**src/rtl/fir_word_serializer.sv**
```systemverilog
// fir_word_serializer: buffers FIR output words in a small FIFO and shifts each out LSB-first on a 1-bit link.
// Latency: word pushed into an empty idle block at edge k loads at edge k+1; bit 0 is valid in the cycle after.
// Backpressure: o_word_ready drops when the FIFO is full; i_ready=0 holds the pending serial bit stable.
//
// Ports:
//   i_clk, i_rst             clock, synchronous active-high reset
//   i_en                     global enable; 0 freezes every register and masks o_dout_valid
//   i_word/_valid, o_word_ready   parallel input handshake
//   o_dout/_valid, i_ready        serial output handshake, one bit per transfer
//   o_fifo_count             words queued (excludes the word in the shifter)
//   o_busy                   shifter holds a word that is not fully sent
//
// Optional: define SERIALIZER_PARITY_EN to append an even-parity bit after bit DATA_WIDTH-1.
module fir_word_serializer #(
  parameter int DATA_WIDTH = 24,
  parameter int FIFO_DEPTH = 4
) (
  input  logic                               i_clk,
  input  logic                               i_rst,
  input  logic                               i_en,
  input  logic [DATA_WIDTH-1:0]              i_word,
  input  logic                               i_word_valid,
  output logic                               o_word_ready,
  input  logic                               i_ready,
  output logic                               o_dout,
  output logic                               o_dout_valid,
  output logic [$clog2(FIFO_DEPTH+1)-1:0]    o_fifo_count,
  output logic                               o_busy
);

`ifdef SERIALIZER_PARITY_EN
  localparam int FRAME_W = DATA_WIDTH + 1;
`else
  localparam int FRAME_W = DATA_WIDTH;
`endif
  localparam int PTR_W = $clog2(FIFO_DEPTH);
  localparam int CNT_W = $clog2(FIFO_DEPTH + 1);
  localparam int BIT_W = $clog2(FRAME_W);
  localparam logic [CNT_W-1:0] DEPTH_C  = CNT_W'(FIFO_DEPTH);
  localparam logic [BIT_W-1:0] LAST_BIT = BIT_W'(FRAME_W - 1);

  typedef enum logic {ST_IDLE, ST_SHIFT} state_t;

  state_t                state_q, state_d;
  logic [DATA_WIDTH-1:0] mem_q [FIFO_DEPTH];
  logic [DATA_WIDTH-1:0] mem_d [FIFO_DEPTH];
  logic [PTR_W-1:0]      wr_ptr_q, wr_ptr_d;
  logic [PTR_W-1:0]      rd_ptr_q, rd_ptr_d;
  logic [CNT_W-1:0]      count_q, count_d;
  logic [BIT_W-1:0]      bit_cnt_q, bit_cnt_d;
  logic [FRAME_W-1:0]    shift_q, shift_d;

  logic                  push, pop, xfer, last_bit, fifo_empty;
  logic [FRAME_W-1:0]    load_frame;

  assign fifo_empty   = (count_q == '0);
  assign o_word_ready = !i_rst && i_en && (count_q < DEPTH_C);
  assign o_dout_valid = i_en && (state_q == ST_SHIFT);
  assign o_dout       = shift_q[0];
  assign o_busy       = (state_q == ST_SHIFT);
  assign o_fifo_count = count_q;

  // All state changes are qualified by i_en through these three strobes.
  assign push     = i_word_valid && o_word_ready;
  assign xfer     = o_dout_valid && i_ready;
  assign last_bit = (bit_cnt_q == LAST_BIT);
  // Pop uses the pre-push count, so a word pushed into an empty FIFO loads one edge later.
  assign pop      = i_en && !fifo_empty && ((state_q == ST_IDLE) || (xfer && last_bit));

`ifdef SERIALIZER_PARITY_EN
  // Parity sits above the data so it reaches bit 0 after DATA_WIDTH shifts.
  assign load_frame = {^mem_q[rd_ptr_q], mem_q[rd_ptr_q]};
`else
  assign load_frame = mem_q[rd_ptr_q];
`endif

  always_comb begin
    state_d   = state_q;
    mem_d     = mem_q;
    wr_ptr_d  = wr_ptr_q;
    rd_ptr_d  = rd_ptr_q;
    count_d   = count_q;
    bit_cnt_d = bit_cnt_q;
    shift_d   = shift_q;

    if (push) begin
      mem_d[wr_ptr_q] = i_word;
      wr_ptr_d        = wr_ptr_q + PTR_W'(1);
    end

    if (pop) begin
      // Covers both the IDLE load and the zero-gap reload after the last bit.
      rd_ptr_d  = rd_ptr_q + PTR_W'(1);
      shift_d   = load_frame;
      bit_cnt_d = '0;
      state_d   = ST_SHIFT;
    end else if (xfer) begin
      shift_d = shift_q >> 1;
      if (last_bit) begin
        bit_cnt_d = '0;
        state_d   = ST_IDLE;
      end else begin
        bit_cnt_d = bit_cnt_q + BIT_W'(1);
      end
    end

    case ({push, pop})
      2'b10:   count_d = count_q + CNT_W'(1);
      2'b01:   count_d = count_q - CNT_W'(1);
      default: count_d = count_q;
    endcase
  end

  always_ff @(posedge i_clk) begin
    if (i_rst) begin
      state_q   <= ST_IDLE;
      wr_ptr_q  <= '0;
      rd_ptr_q  <= '0;
      count_q   <= '0;
      bit_cnt_q <= '0;
      shift_q   <= '0;
      for (int i = 0; i < FIFO_DEPTH; i++) mem_q[i] <= '0;
    end else begin
      state_q   <= state_d;
      wr_ptr_q  <= wr_ptr_d;
      rd_ptr_q  <= rd_ptr_d;
      count_q   <= count_d;
      bit_cnt_q <= bit_cnt_d;
      shift_q   <= shift_d;
      for (int i = 0; i < FIFO_DEPTH; i++) mem_q[i] <= mem_d[i];
    end
  end

endmodule

```
**config.mk**
```make
export PLATFORM = sky130hd
export DESIGN_NAME = fir_word_serializer
export DESIGN_NICKNAME = d
export VERILOG_FILES = /design/src/rtl/fir_word_serializer.sv
export SDC_FILE = /design/constraint.sdc
export NUM_CORES = 1
export LEC_CHECK = 0
export ABC_AREA = 1
export BUFFER_PORTS_ARGS = -buffer_cell sky130_fd_sc_hd__buf_4
export CAP_MARGIN = 20
export CORE_MARGIN = 2
export CORE_UTILIZATION = 57
export DETAILED_ROUTE_END_ITERATION = 6
export PLACE_DENSITY = 0.74
export SLEW_MARGIN = 20
export SYNTH_ARGS = -nofsm -noshare
export SYNTH_HDL_FRONTEND = slang
export SYNTH_SLANG_ARGS = --single-unit
```
**constraint.sdc**
```tcl
create_clock -name i_clk -period 2.9 [get_ports i_clk]
set_clock_uncertainty 0.2 [all_clocks]
set_input_delay 0 -clock i_clk [delete_from_list [all_inputs] [get_ports i_clk]]
set_output_delay 0 -clock i_clk [all_outputs]
set_load 0.005 [all_outputs]
```
==> results of run 1 <==
sequential cells by signal, indices dropped and copies added, names as in the netlist:
name	flops
bit_cnt_q	5
o_fifo_count	3
wr_ptr_q	2
shift_q	24
o_busy	1
rd_ptr_q	2
mem_q	96
cell usage after synthesis (all sizes together):
master	count	area, um^2
and3	1	6.260
or2	1	6.260
nand2	198	760.7
nor2	17	96.34
xnor2	1	8.760
ha	6	75.07
nand3	95	475.5
dfxtp	133	2663
inv	44	165.2
buf	48	311.5
nand4	1	6.260
xor2	2	17.52
nor3	2	21.27
a21oi	132	671.9
clkbuf	16	60.06
o21ai	104	520.5
fa	1	20.02
kinds of logic after synthesis:
family,synth area share
AO/OA/AOI/OAI,0.2026
XOR/XNOR,0.004465
adder cells (fa/ha/maj),0.01616
buffers and inverters,0.09120
flip-flops,0.4524
AND/OR/NAND/NOR,0.2332
critical path: cells and delay by family (launching register included):
kind                       cells  cell delay, ns
buffers and inverters          2            0.17
and+or+nand+nor                5            0.40
DFF                            1            0.37
AOI/OAI and AO/OA              4            0.45
adders and majority gates      3            0.70
how the worst max path moves through the flow:
stage / slack [ns] / from / cells after the start / endpoint
floorplan: 0.56 / bit_cnt_q[0]$_SDFFE_PP0P_ / 14 / o_fifo_count[2]$_SDFFE_PP0P_
global placement: 0.52 / bit_cnt_q[0]$_SDFFE_PP0P_ / 14 / o_fifo_count[2]$_SDFFE_PP0P_
detailed placement: 0.41 / bit_cnt_q[0]$_SDFFE_PP0P_ / 14 / o_fifo_count[2]$_SDFFE_PP0P_
CTS: 0.05 / o_busy$_SDFFE_PP0P_ / 14 / o_fifo_count[2]$_SDFFE_PP0P_
global route: 0.32 / bit_cnt_q[0]$_SDFFE_PP0P_ / 14 / o_fifo_count[2]$_SDFFE_PP0P_
finish: 0.51 / bit_cnt_q[0]$_SDFFE_PP0P_ / 14 / o_fifo_count[2]$_SDFFE_PP0P_
through the flow:
stage	power [mW]	hold slack, ns	std cells	instance area, um^2
finish	4.813	0.1029	983	6963
global route	5.005	0.1146	983	6963
CTS	4.832	0.08917	984	6969
detailed placement	2.619	0.08966	922	6057
global placement	2.601	0.07775	922	6057
floorplan	2.470	-0.1709	802	5886
area by class of cell:
type                    instances  area [um^2]
fillers                       824         3222
multi-input cells             561         2689
flip-flops and latches        133         2664
repair buffers                 77        663.1
clock buffers                  18        427.9
clock inverters                14        183.9
well taps                     136        170.2
inverters                      44        165.2
repair_timing:
action | in CTS | in global routing
hold buffers | 30 | 0
setup buffers | 0 | 0
endpoints found under the hold margin | 131 | 0
gates resized for setup | 0 | 4
setup endpoints to repair | 0 | 1
report_power, final:
part           internal (mW)  switching (mW)  leakage (nW)  total (mW)
clock                   1.41           0.781         0.292        2.19
combinational          0.233           0.410          1.47       0.643
sequential              1.93          0.0523          1.08        1.98
total                   3.57            1.24          2.84        4.81
layer usage:
| metal | share of wire | vias to the layer above | GRT usage |
|---|---|---|---|
| met5 | 0 | - | 0 |
| met3 | 0.064 | 20 | 0.04453 |
| li1 | - | 2734 | - |
| met2 | 0.48 | 187 | 0.4240 |
| met4 | 0.017 | 0 | 0.1156 |
| met1 | 0.44 | 2455 | 0.3466 |
==> flow_metrics.tcl, run 1 <==
set metrics [dict create \
    ys_warn_count 0 \
    drt_iter0_markers 474 \
    gp_congestion 0.7988 \
    io_buffers 35 \
    ios 36 \
    endpoint_kind "register" \
    vias 5396 \
    core_area_mm2 0.01018 \
    dieWidth_um 105.6 \
    worst_pin_slew_ns 0.8260 \
    grt_pass1_vias 5070 \
    fin_crit_ns 2.389 \
    clock_path_buffers 2 \
    criticalPathCategory "register to register" \
    wire_per_inst_um 14.13 \
    dieArea_mm2 0.01115 \
    final_cell_mix "195 x nand2_1, 132 x dfxtp_1, 131 x a21oi_1" \
    areaGrowthSynthToFinish_pct 18.30 \
    cts_made_buffers 17 \
    ant_nets 0 \
    ys_seq_area_frac 0.4524 \
    tns_ns 0 \
    dp_slack_ns 0.4132 \
    yosysUniqueCellTypes 28 \
    grt_overflow 0 \
    r2r-start "bit_cnt_q[0]$_SDFFE_PP0P_" \
    clk_pin_slew_ns 0.06 \
    holdPathStages 4 \
    r2r-end "o_fifo_count[2]$_SDFFE_PP0P_" \
    hp-class "primary input to register" \
    antenna_cells 0 \
    dieHeight_um 105.6 \
    synth.net_count 838 \
    cts_tree "yes" \
    cp_data_required_time_ns 3.11 \
    routed_wl_um 13890 \
    finalHoldViolCount 0 \
    ys_ff_latch 133 \
    dp.final_hpwl_um 7526 \
    min_period_over_period 0.8237 \
    peakVddDrop_mv 0.4739 \
    r2r_cells 14 \
    path_cells "ha_1 -> nand2_1 -> nor2_1 -> nand2_1 -> nand2_2 -> nand2_4 -> inv_1 -> ha_1 -> inv_1 -> fa_2 -> a21oi_1 -> o21ai_1 -> o21ai_1 -> a21oi_1" \
    critPathMaxStageDelay_ns 0.37 \
    vias_per_cell 5.489 \
    regToRegSetupSlack_ns 0.51 \
    grt_antenna_before_repair 0 \
    cts_root_buf "clkbuf_8" \
    fmax_ghz 0.4186 \
    rsz0062_at_grt "false" \
    drv_cap 0 \
    syn_area_mm2 0.005886 \
    drv_slew 0 \
    hp-start "i_word[14]" \
    layout_commonest_cell "nand2_1" \
    setup_ws_ns 0.5112 \
    clkLatencyLatePin_ns 0.52 \
    slowest_stage "dfxtp_1" \
    grt_max_degree 56 \
    relSlewSlack 0.4487 \
    clkSinkCount 133 \
    start_util 0.5779 \
    grtUsageTotal 0.2625 \
    setup_viol 0 \
    power_leakage_nw 2.839 \
    first_pass_iters 5 \
    syn_inst 802 \
    rows 37 \
    grt_first_pass_wirelength_um 23540 \
    post-route-util 0.6837 \
    powerDensity_mw_per_mm2 691.3 \
    htreeDepth 4 \
    cp_max_fo 4 \
    start_kind "register" \
    worst_hold_path.endpoint "mem_q[14]$_SDFFE_PP0P_" \
    cp.arrival_ns 2.60 \
    final_nets 870 \
    status "finished clean" \
    synth.avg_cell_area_um2 7.339 \
    route.detailed.drc 0 \
    drive_above_1_share 0.1133 \
]
No activity file was read; power rests on OpenSTA's default activity.
==> run 2: changes to the inputs <==
--- a/config.mk
+++ b/config.mk
@@ -5,11 +5,11 @@
 export SDC_FILE = /design/constraint.sdc
 export NUM_CORES = 1
 export LEC_CHECK = 0
-export ABC_AREA = 1
+export ABC_AREA = 0
 export BUFFER_PORTS_ARGS = -buffer_cell sky130_fd_sc_hd__buf_4
 export CAP_MARGIN = 20
 export CORE_MARGIN = 2
-export CORE_UTILIZATION = 57
+export CORE_UTILIZATION = 54
 export DETAILED_ROUTE_END_ITERATION = 6
 export PLACE_DENSITY = 0.74
 export SLEW_MARGIN = 20
==> constraint.sdc (replaced) <==
create_clock -name i_clk -period 2.12 [get_ports i_clk]
set_clock_uncertainty 0.2 [all_clocks]
set_input_delay 0 -clock i_clk [delete_from_list [all_inputs] [get_ports i_clk]]
set_output_delay 0 -clock i_clk [all_outputs]
set_load 0.005 [all_outputs]
==> run 2 against run 1 <==
  * The flow now finishes with violations (setup timing)
  * First-iteration DRC count fell by 35%
  * Wire length rose by 2.3%
  * Die area rose by 0.79%
  * Sequential share of layout area fell by 0.58 points
  * Final area rose by 1.6%
  * Non-clock buffer count rose by 25
  * Flip-flop and latch count did not move
  * Core utilization rose by 0.77 points
  * Sequential power rose by 41%
  * Combinational power rose by 90%
  * Clock-buffer cell count did not move
  * Power rose by 47%
  * Critical path type unchanged
  * Largest cell class unchanged
  * Largest power group unchanged
==> flow_metrics.tcl, run 2 <==
set metrics [dict create \
    start_kind "register" \
    drv_cap 0 \
    fmax_ghz 0.4305 \
    core_area_mm2 0.01023 \
    internal_power_mw 5.215 \
    dieArea_mm2 0.01124 \
    cts_made_buffers 17 \
    powerDensity_mw_per_mm2 1001 \
    worst_hold_path.endpoint "mem_q[14]$_SDFFE_PP0P_" \
    clkLatencyLatePin_ns 0.51 \
    synth_top_flop_cell "dfxtp_1" \
    gp_congestion 0.7766 \
    vias_per_cell 5.658 \
    status "finished with violations" \
    io_buffers 35 \
    largest_reg_flops 96 \
    power_leakage_nw 2.428 \
    grtUsageTotal 0.2674 \
    fin_crit_ns 2.323 \
    clk_pin_slew_ns 0.06 \
    grt_pass1_vias 5016 \
    p_comb_frac 0.172 \
    synth_top_cell_area_share 0.4736 \
    grt_overflow 0 \
    areaGrowthSynthToFinish_pct 25.82 \
    dp.final_hpwl_um 8329 \
    route.detailed.drc 0 \
    drt_iter0_markers 306 \
    synth.net_count 700 \
    htreeDepth 4 \
    hp-class "primary input to register" \
    syn_inst 664 \
    clock_path_buffers 2 \
    synth_commonest_cells "245 x nand2_1, 133 x dfxtp_1, 103 x a21oi_1, 30 x clkbuf_1, 25 x nor3_1" \
    endpoint_kind "register" \
    power.share.clock 0.434 \
    clkSinkCount 133 \
    setup_ws_ns -0.2031 \
    ios 36 \
    antenna_cells 0 \
    p_total_mw 7.083 \
    worst_pin_slew_ns 0.7126 \
    relSlewSlack 0.5249 \
    synth-edff-count 0 \
    grt_first_pass_wirelength_um 23860 \
    start_util 0.5495 \
    routed_wl_um 14210 \
    min_period_over_period 1.096 \
    fin_area_mm2 0.007073 \
    r2r-start "bit_cnt_q[1]$_SDFFE_PP0P_" \
    seqPwrFrac 0.394 \
    dieWidth_um 106.0 \
    dieHeight_um 106.0 \
    layout_commonest_cell "nand2_1" \
    cp_data_required_time_ns 2.36 \
    first_pass_iters 6 \
    drive_above_1_share 0.1898 \
    ant_nets 0 \
    drv_slew 0 \
    cp_max_fo 2 \
    cts_tree "yes" \
    finalHoldViolCount 0 \
    hp-start "i_word[14]" \
    netlist_top_cells_area "dfxtp_1 47%, nand2_1 16%, mux4_2 9.6%, a21oi_1 9.2%, a311oi_1 3.6%" \
    rows 37 \
    r2r_cells 11 \
    syn_area_mm2 0.005622 \
    grt_max_degree 70 \
    switching_share 0.2638 \
    synth.most_common_cell "nand2_1" \
    yosysUniqueCellTypes 37 \
    rsz0062_at_grt "true" \
    grt_antenna_before_repair 0 \
    criticalPathCategory "register to register" \
    wire_per_inst_um 16.17 \
    post-route-util 0.6913 \
    netSwitchingPower_mw 1.869 \
    tns_ns -0.2606 \
    synth.largest_area_cell "dfxtp_1" \
    ys_ff_latch 133 \
    top_regs "mem_q x96, shift_q x24, bit_cnt_q x5" \
    final_nets 767 \
    top_register "mem_q" \
    holdPathStages 4 \
    failed_checks "setup timing" \
    placed_cell_area_mm2 0.006148 \
    ys_seq_area_frac 0.4736 \
    cts_root_buf "clkbuf_8" \
    vias 4973 \
    peakVddDrop_mv 0.5680 \
    ys_warn_count 0 \
    synth.avg_cell_area_um2 8.466 \
    final_cell_mix "244 x nand2_1, 131 x dfxtp_1, 102 x a21oi_1" \
    r2r-end "o_fifo_count[2]$_SDFFE_PP0P_" \
    async_flop_share 0 \
    cp.arrival_ns 2.56 \
    setup_viol 2 \
    regToRegSetupSlack_ns -0.20 \
]
[run 2: repair_timing]
item | 4_1_cts | 5_1_grt
hold buffers | 29 | 0
buffers inserted | 1 | 1
resized for setup | 1 | 0
hold endpoints to repair | 133 | 0
pin swaps | 1 | 0
endpoints found under the setup margin | 2 | 3
[run 2: how the worst max path moves through the flow]
stage | startpoint | to
final | bit_cnt_q[1]$_SDFFE_PP0P_ | o_fifo_count[2]$_SDFFE_PP0P_
after floorplan | bit_cnt_q[1]$_SDFFE_PP0P_ | o_fifo_count[2]$_SDFFE_PP0P_
after CTS | bit_cnt_q[1]$_SDFFE_PP0P_ | o_fifo_count[2]$_SDFFE_PP0P_
after detailed placement | bit_cnt_q[1]$_SDFFE_PP0P_ | o_fifo_count[2]$_SDFFE_PP0P_
after global routing | bit_cnt_q[1]$_SDFFE_PP0P_ | o_fifo_count[2]$_SDFFE_PP0P_
after global placement | bit_cnt_q[1]$_SDFFE_PP0P_ | o_fifo_count[2]$_SDFFE_PP0P_
[run 2: power groups by stage]
stage / clock network (mW) / registers [mW] / logic [mW]
2_1_floorplan: 0 / 2.83 / 0.750
3_3_place_gp: 0 / 2.83 / 1.12
3_5_place_dp: 0 / 2.84 / 1.15
4_1_cts: 3.10 / 2.79 / 1.22
5_1_grt: 3.20 / 2.81 / 1.35
6_report: 3.07 / 2.79 / 1.22
[run 2: area by class of cell]
type / instances / area (um^2)
Clock buffer: 18 / 427.9
Clock inverter: 13 / 197.7
Fill cell: 781 / 3158
Inverter: 8 / 32.53
Multi-Input combinational cell: 469 / 2731
Sequential cell: 133 / 2665
Tap cell: 136 / 170.2
Timing Repair Buffer: 102 / 848.3
[run 2: worst max-delay path: stages, from the launching register on]
cell and delay [ns]:
dfxtp_2 0.35, ha_4 0.14, nand4b_1 0.16, o21ai_2 0.19, nand2_2 0.09, inv_4 0.07, ha_4 0.12, inv_2 0.03
fa_2 0.32, xor2_1 0.15, or3_1 0.32, a21oi_2 0.12
[run 2: cell families (layout without fill, tap and decap cells)]
| family | Yosys count | in the layout | synth area share |
|---|---|---|---|
| and+or+nand+nor | 296 | 296 | 0.2141 |
| muxes | 25 | 25 | 0.09793 |
| adders and majority gates | 7 | 7 | 0.01691 |
| AOI/OAI and AO/OA | 135 | 135 | 0.1393 |
| buffers and inverters | 62 | 141 | 0.04874 |
| xor gates and xnor gates | 6 | 6 | 0.009348 |
| DFF | 133 | 133 | 0.4736 |
[run 2: metal layers]
metal	wire length (um)	up-vias	global-route usage
met4	167	0	0.1071
met2	7362	163	0.4673
met3	833	20	0.04598
li1	-	2393	-
met5	0	-	0
met1	5845	2397	0.3286
[run 2: stage by stage]
stage                     cells  hold WS [ns]  worst slack [ns]
after floorplan             664      -0.08412           -0.2294
after global placement      818       0.07201           -0.1398
after detailed placement    818       0.07873           -0.2435
after CTS                   879       0.09334           -0.2008
after global routing        879        0.1132           -0.3795
final                       879       0.09946           -0.2031
